<file path="config.mk">
export PLATFORM = sky130hd
export DESIGN_NAME = lvds_link_ctrl
export DESIGN_NICKNAME = d
export VERILOG_FILES = /design/src/rtl/lvds_link_ctrl.sv
export SDC_FILE = /design/constraint.sdc
export NUM_CORES = 1
export LEC_CHECK = 0
export CORE_ASPECT_RATIO = 1.1
export CORE_MARGIN = 5
export CORE_UTILIZATION = 54
export DETAILED_ROUTE_END_ITERATION = 8
export MAX_ROUTING_LAYER = met4
export PLACE_DENSITY_LB_ADDON = 0.1
export SLEW_MARGIN = 20
export SYNTH_ARGS = -nofsm -noshare
export SYNTH_HDL_FRONTEND = slang
export SYNTH_SLANG_ARGS = --single-unit
</file>
<file path="constraint.sdc">
create_clock -name rx_clk -period 2.1 [get_ports rx_clk]
set_input_delay 0.42 -clock rx_clk [delete_from_list [all_inputs] [get_ports rx_clk]]
set_output_delay 0.42 -clock rx_clk [all_outputs]
set_load 0.02 [all_outputs]
</file>
<file path="src/rtl/lvds_link_ctrl.sv">
// LVDS receiver word-alignment controller: waits for a settled link, hunts for
// comma words with deserializer bitslips, then watches the locked link for loss.
module lvds_link_ctrl #(
    parameter logic [9:0] COMMA1     = 10'b01_0111_1100,
    parameter logic [9:0] COMMA2     = 10'b10_1000_0011,
    parameter int         SLIP_GAP   = 8,
    parameter int         CHECK_LEN  = 4,
    parameter int         MAX_SLIPS  = 10,
    parameter int         LOSS_LIMIT = 16
) (
    input  logic       rx_clk,
    input  logic       rst,
    input  logic       pll_locked,
    input  logic [9:0] rx_data,
    input  logic       retrain,
    output logic       bitslip,
    output logic       align_done,
    output logic       train_fail,
    output logic [3:0] slip_count,
    output logic [2:0] state
);

    typedef enum logic [2:0] {
        S_IDLE   = 3'd0,
        S_WAIT   = 3'd1,
        S_CHECK  = 3'd2,
        S_SLIP   = 3'd3,
        S_LOCKED = 3'd4,
        S_FAIL   = 3'd5
    } state_t;

    // Terminal counts: each counter starts at 0 on entry, so the last cycle is N-1.
    localparam logic [7:0] WAIT_LAST = 8'(SLIP_GAP - 1);
    localparam logic [3:0] HIT_LAST  = 4'(CHECK_LEN - 1);
    localparam logic [7:0] GAP_LAST  = 8'(LOSS_LIMIT - 1);
    localparam logic [3:0] SLIP_MAX  = 4'(MAX_SLIPS);

    state_t     r_state;
    logic       r_bitslip;
    logic       r_align_done;
    logic       r_train_fail;
    logic [3:0] r_slip_cnt;
    logic [3:0] r_hit_cnt;
    logic [7:0] r_wait_cnt;
    logic [7:0] r_gap_cnt;
    logic       w_comma;

    assign w_comma = (rx_data == COMMA1) || (rx_data == COMMA2);

    always_ff @(posedge rx_clk) begin
        if (rst) begin
            r_state      <= S_IDLE;
            r_bitslip    <= 1'b0;
            r_align_done <= 1'b0;
            r_train_fail <= 1'b0;
            r_slip_cnt   <= 4'd0;
            r_hit_cnt    <= 4'd0;
            r_wait_cnt   <= 8'd0;
            r_gap_cnt    <= 8'd0;
        end else begin
            r_bitslip <= 1'b0;
            // PLL loss outranks retrain, though both land in IDLE with counters cleared.
            if ((!pll_locked && (r_state != S_IDLE)) || retrain) begin
                r_state      <= S_IDLE;
                r_align_done <= 1'b0;
                r_train_fail <= 1'b0;
                r_slip_cnt   <= 4'd0;
                r_hit_cnt    <= 4'd0;
                r_wait_cnt   <= 8'd0;
                r_gap_cnt    <= 8'd0;
            end else begin
                case (r_state)
                    S_IDLE: begin
                        r_slip_cnt <= 4'd0;
                        if (pll_locked) begin
                            r_state    <= S_WAIT;
                            r_wait_cnt <= 8'd0;
                        end
                    end
                    S_WAIT: begin
                        if (r_wait_cnt == WAIT_LAST) begin
                            r_state   <= S_CHECK;
                            r_hit_cnt <= 4'd0;
                        end else begin
                            r_wait_cnt <= r_wait_cnt + 8'd1;
                        end
                    end
                    S_CHECK: begin
                        if (w_comma) begin
                            if (r_hit_cnt == HIT_LAST) begin
                                r_state      <= S_LOCKED;
                                r_gap_cnt    <= 8'd0;
                                r_align_done <= 1'b1;
                            end else begin
                                r_hit_cnt <= r_hit_cnt + 4'd1;
                            end
                        end else if (r_slip_cnt < SLIP_MAX) begin
                            r_state   <= S_SLIP;
                            r_bitslip <= 1'b1;
                        end else begin
                            r_state      <= S_FAIL;
                            r_train_fail <= 1'b1;
                        end
                    end
                    S_SLIP: begin
                        // Only reachable below SLIP_MAX, so this never wraps.
                        r_slip_cnt <= r_slip_cnt + 4'd1;
                        r_state    <= S_WAIT;
                        r_wait_cnt <= 8'd0;
                    end
                    S_LOCKED: begin
                        if (w_comma) begin
                            r_gap_cnt <= 8'd0;
                        end else if (r_gap_cnt == GAP_LAST) begin
                            r_state      <= S_WAIT;
                            r_wait_cnt   <= 8'd0;
                            r_slip_cnt   <= 4'd0;
                            r_align_done <= 1'b0;
                        end else begin
                            r_gap_cnt <= r_gap_cnt + 8'd1;
                        end
                    end
                    S_FAIL: begin
                        r_train_fail <= 1'b1;
                    end
                    default: begin
                        r_state      <= S_IDLE;
                        r_align_done <= 1'b0;
                        r_train_fail <= 1'b0;
                    end
                endcase
            end
        end
    end

    assign bitslip    = r_bitslip;
    assign align_done = r_align_done;
    assign train_fail = r_train_fail;
    assign slip_count = r_slip_cnt;
    assign state      = r_state;

endmodule

</file>
==> qor.csv, run 1 <==
metric;value;unit
cp_max_fo;7;
netlist_instances;220;
finalSetupViolations;0;
hold_ws;0.4853;ns
area_growth;26.65;%
seqCellArea;601.8;um2
vias;1914;
critPathKind;input pin to flip-flop;
use_met3;0.06349;
grtUsageTotal;0.2292;
overflow;0;
cts_tree;yes;
rr_startpoint;r_gap_cnt[4]$_SDFFE_PP0P_;
finalHoldViolCount;0;
drtAntennaViolNets;0;
wirelength;4739;um
synth_seq_cells;30;
io_pins;24;
slew_headroom;0.6669;
drtPass1Iterations;4;
cap_violations;0;
skew;0.003837;ns
first_global_vias;1844;
drtIter0Drc;147;
ctsLongestPathBuffers;2;
clkTransAtPathRegs;0.09;ns
port_buffers;23;
clockRootBuffer;clkbuf_4;
ys_seq_area_frac;0.3331;
n_antenna_cell;0;
final_nets;284;
drt-wirelength-per-cell;15.69;um
synth.net_count;238;
finalCriticalPeriod;2.036;ns
min_from;r_wait_cnt[1]$_SDFFE_PP0P_;
grt_setup_unrepaired;no;
timing.final.crit_share;0.9697;
met1_usage;0.2554;
grt_start_max_net_pins;16;
reg2reg_to;state[2]$_SDFFE_PP0P_;
busiest_layer;met2;
synth_area;1803;um2
core_area;3276;um2
layout_commonest_cell;dfxtp_1;
leakage;0.7707;nW
numCtsBuffers;5;
powerDensity;445.0;nW/um2
yosys.area.top_type;dfxtp_1;
hold_path.class;flip-flop to flip-flop;
ff2ff_path_depth;5;
grt.met2_usage;0.3932;
max-vdd-ir-drop;430.1;uV
synth_edf_count;0;
clk_latency;0.33;ns
dominantRegCellSynth;dfxtp_1;
via_per_inst;6.338;
r2r_setup_slack;0.17;ns
holdPathStages;2;
cp-start-kind;input pin;
htreeDepth;2;
drc;0;
fmax;0.4911;GHz
ys_types;52;
n_fill_cell;288;
drive_above_1_share;0.2068;
die_w;65.10;um
tightest_slew;0.4944;ns
yosysWarnings;0;
syn_avg_cell_area;8.195;um2
yosysTopAreaCellShare;0.3331;
place.gp.congestion;0.8710;
min_to;r_wait_cnt[1]$_SDFFE_PP0P_;
clock-sinks;30;
crit_path_end_kind;flip-flop;
status;finished clean;
synth_area_leaders;dfxtp_1 33%, o21ai_0 6.4%, a21oi_1 5.3%, nand2_1 4.2%, nand3_1 3.9%;
die_y;70.60;um
async_reset_ff_frac;0;
cp.required;2.34;ns
drv_slew;0;
initial_core_util;0.5504;
grt_pass1_wl;8217;um
row_count;22;
hpwl;3621;um
final_cell_mix;29 x dfxtp_1, 24 x buf_4, 23 x o21ai_0, 23 x clkdlybuf4s50_1, 20 x nand2_1;
worstPathArrival;2.28;ns
fin_util;0.6971;
die_area;4596;um2
multiInputGateArea;1174;um2
antenna_found_initial;0;
-- synth_stat cells (2+ instances only) --
master	count
clkbuf_1	2
and3_1	5
nand2_1	20
a21boi_0	2
nor3_1	10
a21oi_1	19
a31o_2	5
a211oi_1	2
o31ai_1	2
a311oi_1	4
nand4_1	5
buf_2	2
nor2_1	15
nor4bb_1	3
inv_1	2
nor3b_1	4
o21a_1	4
dfxtp_1	30
o21ai_0	23
nand3_1	14
o32ai_1	2
ha_1	4
a41oi_1	2
nor4_1	2
a31oi_1	2
buf_6	3
or3_1	4
o21bai_1	2
nor2b_1	2
and4_2	2
-- worst max-delay path by stage --
| stage | startpoint | to | slack [ns] | cells after the start |
|---|---|---|---|---|
| floorplan | state[2]$_SDFFE_PP0P_ | r_hit_cnt[3]$_SDFFE_PP0P_ | 0.20 | 7 |
| global placement | rx_data[0] | slip_count[3]$_SDFFE_PP0P_ | -0.23 | 6 |
| detailed placement | rx_data[3] | slip_count[3]$_SDFFE_PP0P_ | -0.30 | 6 |
| CTS | rx_data[3] | slip_count[3]$_SDFFE_PP0P_ | 0.03 | 6 |
| global route | state[1]$_SDFFE_PP0P_ | r_gap_cnt[2]$_SDFFE_PP0P_ | 0.02 | 6 |
| finish | rx_data[3] | r_wait_cnt[7]$_SDFFE_PP0P_ | 0.06 | 6 |
-- flip-flops by register name, indices dropped and copies added (netlist names) --
| signal | count |
|---|---|
| r_gap_cnt | 8 |
| r_wait_cnt | 8 |
| r_hit_cnt | 4 |
| slip_count | 4 |
| state | 3 |
| align_done | 1 |
| bitslip | 1 |
| train_fail | 1 |
-- report_power, final --
group | switching, mW | internal [mW] | leakage, nW
sequential | 0.00349 | 0.571 | 0.242
combinational | 0.0629 | 0.0570 | 0.503
clock | 0.195 | 0.126 | 0.0254
-- worst max-delay path, stage by stage --
cell,delay [ns]
clkdlybuf4s50_1,0.50
nor4bb_2,0.32
and4_2,0.31
o21ai_0,0.13
and3_1,0.30
a311oi_2,0.30
-- cell type report --
cell class,count,area share
multi-input cells,180,0.5140
flip-flops and latches,30,0.2636
repair buffers,47,0.1797
clock buffers,7,0.01973
well taps,36,0.01973
inverters,2,0.003288
-- cell families after synthesis --
family	Yosys count	share of synthesized area
compound gates	77	0.2797
fa+ha+maj	4	0.02776
buf+inv	10	0.04025
flops	30	0.3331
mux	1	0.006245
simple gates	98	0.3130
-- per-layer routing --
| layer | routed length, um | vias up |
|---|---|---|
| li1 | - | 938 |
| met1 | 1900 | 900 |
| met2 | 2479 | 61 |
| met3 | 253 | 15 |
| met4 | 106 | 0 |
| met5 | 0 | - |
-- per-stage QoR --
stage	worst slack [ns]	std cells	area, um2	TNS [ns]	power [mW]
floorplan	0.1991	220	1803	0	0.6512
global placement	-0.2304	293	2178	-3.474	0.6984
detailed placement	-0.3021	293	2178	-5.194	0.7014
CTS	0.03218	300	2223	0	1.016
global route	0.01774	302	2283	0	1.070
finish	0.06369	302	2283	0	1.016
-- repair_timing --
action                                  CTS  global route
gates resized for setup                   0            10
endpoints found under the setup margin    0            16
hold buffers                              0             0
buffers inserted                          0             2
(Power assumes the default switching activity.)
==> run 2: changes to the inputs <==
--- a/config.mk
+++ b/config.mk
@@ -6,12 +6,10 @@
 export NUM_CORES = 1
 export LEC_CHECK = 0
 export CORE_ASPECT_RATIO = 1.1
-export CORE_MARGIN = 5
 export CORE_UTILIZATION = 54
 export DETAILED_ROUTE_END_ITERATION = 8
 export MAX_ROUTING_LAYER = met4
-export PLACE_DENSITY_LB_ADDON = 0.1
-export SLEW_MARGIN = 20
+export PLACE_DENSITY = 0.78
 export SYNTH_ARGS = -nofsm -noshare
 export SYNTH_HDL_FRONTEND = slang
 export SYNTH_SLANG_ARGS = --single-unit
==> qor.csv, run 2 (synthesized netlist as in run 1, its figures left out) <==
metric;value;unit
status;finished clean;
fmax;0.4891;GHz
overflow;0;
powerDensity;471.0;nW/um2
row_count;21;
n_fill_cell;256;
final_cell_mix;28 x dfxtp_1, 23 x clkdlybuf4s50_1, 22 x o21ai_0, 20 x nand2_1, 19 x buf_4;
finalSetupViolations;0;
cp.required;2.35;ns
final_area;2253;um2
layout_commonest_cell;dfxtp_1;
wirelength;4720;um
grt_start_max_net_pins;15;
rr_startpoint;r_gap_cnt[4]$_SDFFE_PP0P_;
die_area;3574;um2
clock-sinks;30;
io_pins;24;
tightest_slew;0.5326;ns
port_buffers;23;
initial_core_util;0.5815;
skew;0.007097;ns
cp_max_fo;7;
largestRegisters;r_gap_cnt (8), r_wait_cnt (8);
max-vdd-ir-drop;379.3;uV
finalHoldViolCount;0;
pre_cts_ws;-0.3221;ns
drt-wirelength-per-cell;15.95;um
multiInputGateArea;1167;um2
final_nets;279;
finalCriticalPeriod;2.044;ns
worstPathArrival;2.30;ns
slew_headroom;0.6412;
critPathKind;input pin to flip-flop;
antenna_found_initial;0;
critPathLaunch;rx_data[3];
via_per_inst;6.476;
leakage;0.7565;nW
htreeDepth;2;
n_antenna_cell;0;
clockRootBuffer;clkbuf_4;
clk_latency;0.34;ns
ctsLongestPathBuffers;2;
drtIter0Drc;83;
p_total;1.061;mW
hold_path.class;flip-flop to flip-flop;
finalSetupTns;0;ns
reg2reg_to;state[2]$_SDFFE_PP0P_;
grt_pass1_wl;7955;um
r2r_setup_slack;0.18;ns
place.gp.congestion;0.8658;
setup_slack;0.05557;ns
cp-endpoint;r_wait_cnt[7]$_SDFFE_PP0P_;
vias;1917;
clkTransAtPathRegs;0.10;ns
die_w;57.10;um
cts_tree;yes;
hpwl;3470;um
die_y;62.60;um
ff2ff_path_depth;5;
grtUsageTotal;0.2938;
drc;0;
numCtsBuffers;5;
drtAntennaViolNets;0;
crit_path_end_kind;flip-flop;
hold_ws;0.4984;ns
drtPass1Iterations;4;
seqCellArea;603.1;um2
cap_violations;0;
area_growth;24.98;%
placement.cell_area;2153;um2
drv_slew;0;
drive_above_1_share;0.2023;
core_area;3100;um2
first_global_vias;1840;
timing.final.crit_share;0.9735;
cp-start-kind;input pin;
==> run 2: power by group <==
part / leakage [nW] / switching (mW) / internal [mW]
combinational: 0.478 / 0.0633 / 0.0549
clock: 0.0353 / 0.207 / 0.162
sequential: 0.243 / 0.00328 / 0.571
==> run 2: worst max-delay path, cell delays in order <==
cell             delay (ns)
clkdlybuf4s50_1        0.49
nor4bb_2               0.35
and4_2                 0.31
o21ai_0                0.13
and3_2                 0.30
a311oi_1               0.28
==> run 2: how the worst min path moves through the flow <==
stage | start | to | slack, ns | depth (start not counted)
2_1_floorplan | r_gap_cnt[0]$_SDFFE_PP0P_ | r_gap_cnt[0]$_SDFFE_PP0P_ | 0.44 | 1
3_3_place_gp | r_gap_cnt[0]$_SDFFE_PP0P_ | r_gap_cnt[0]$_SDFFE_PP0P_ | 0.46 | 1
3_5_place_dp | r_wait_cnt[0]$_SDFFE_PP0P_ | r_wait_cnt[0]$_SDFFE_PP0P_ | 0.48 | 1
4_1_cts | r_wait_cnt[0]$_SDFFE_PP0P_ | r_wait_cnt[0]$_SDFFE_PP0P_ | 0.50 | 1
5_1_grt | r_gap_cnt[0]$_SDFFE_PP0P_ | r_gap_cnt[0]$_SDFFE_PP0P_ | 0.52 | 1
6_report | r_wait_cnt[0]$_SDFFE_PP0P_ | r_wait_cnt[0]$_SDFFE_PP0P_ | 0.50 | 1
==> run 2: area by class of cell <==
cell class | count | area share
flip-flops and latches | 30 | 0.2676
inverters | 2 | 0.003331
clock buffers | 7 | 0.02443
repair buffers | 42 | 0.1655
well taps | 34 | 0.01888
clock inverters | 1 | 0.002221
multi-input cells | 180 | 0.5180
==> run 2: layer usage <==
| layer | routed length, um | global-route usage | vias up |
|---|---|---|---|
| met5 | 0 | - | - |
| met4 | 99 | 0.1341 | 0 |
| met3 | 216 | 0.04762 | 11 |
| met2 | 2428 | 0.5044 | 54 |
| met1 | 1976 | 0.3303 | 916 |
| li1 | - | - | 936 |
==> run 2: per-stage QoR <==
stage	std cells	util
after floorplan	220	-
after global placement	288	0.6945
after detailed placement	288	0.6945
final	296	0.7268
after CTS	296	0.7147
after global routing	296	0.7268
==> run 2: repair_timing <==
action / 4_1_cts / 5_1_grt
buffers inserted: 0 / 0
hold buffers: 0 / 0
setup endpoints to repair: 2 / 12
resized for setup: 2 / 10
==> run 3: changes to the inputs <==
--- a/config.mk
+++ b/config.mk
@@ -5,11 +5,13 @@
 export SDC_FILE = /design/constraint.sdc
 export NUM_CORES = 1
 export LEC_CHECK = 0
+export ABC_CLOCK_PERIOD_IN_PS = 2100
 export CORE_ASPECT_RATIO = 1.1
 export CORE_UTILIZATION = 54
 export DETAILED_ROUTE_END_ITERATION = 8
 export MAX_ROUTING_LAYER = met4
 export PLACE_DENSITY = 0.78
+export SKIP_LAST_GASP = 1
 export SYNTH_ARGS = -nofsm -noshare
 export SYNTH_HDL_FRONTEND = slang
 export SYNTH_SLANG_ARGS = --single-unit
==> results of run 3 <==
Same layout as run 2: the final DEF is identical, and so are final timing and power.
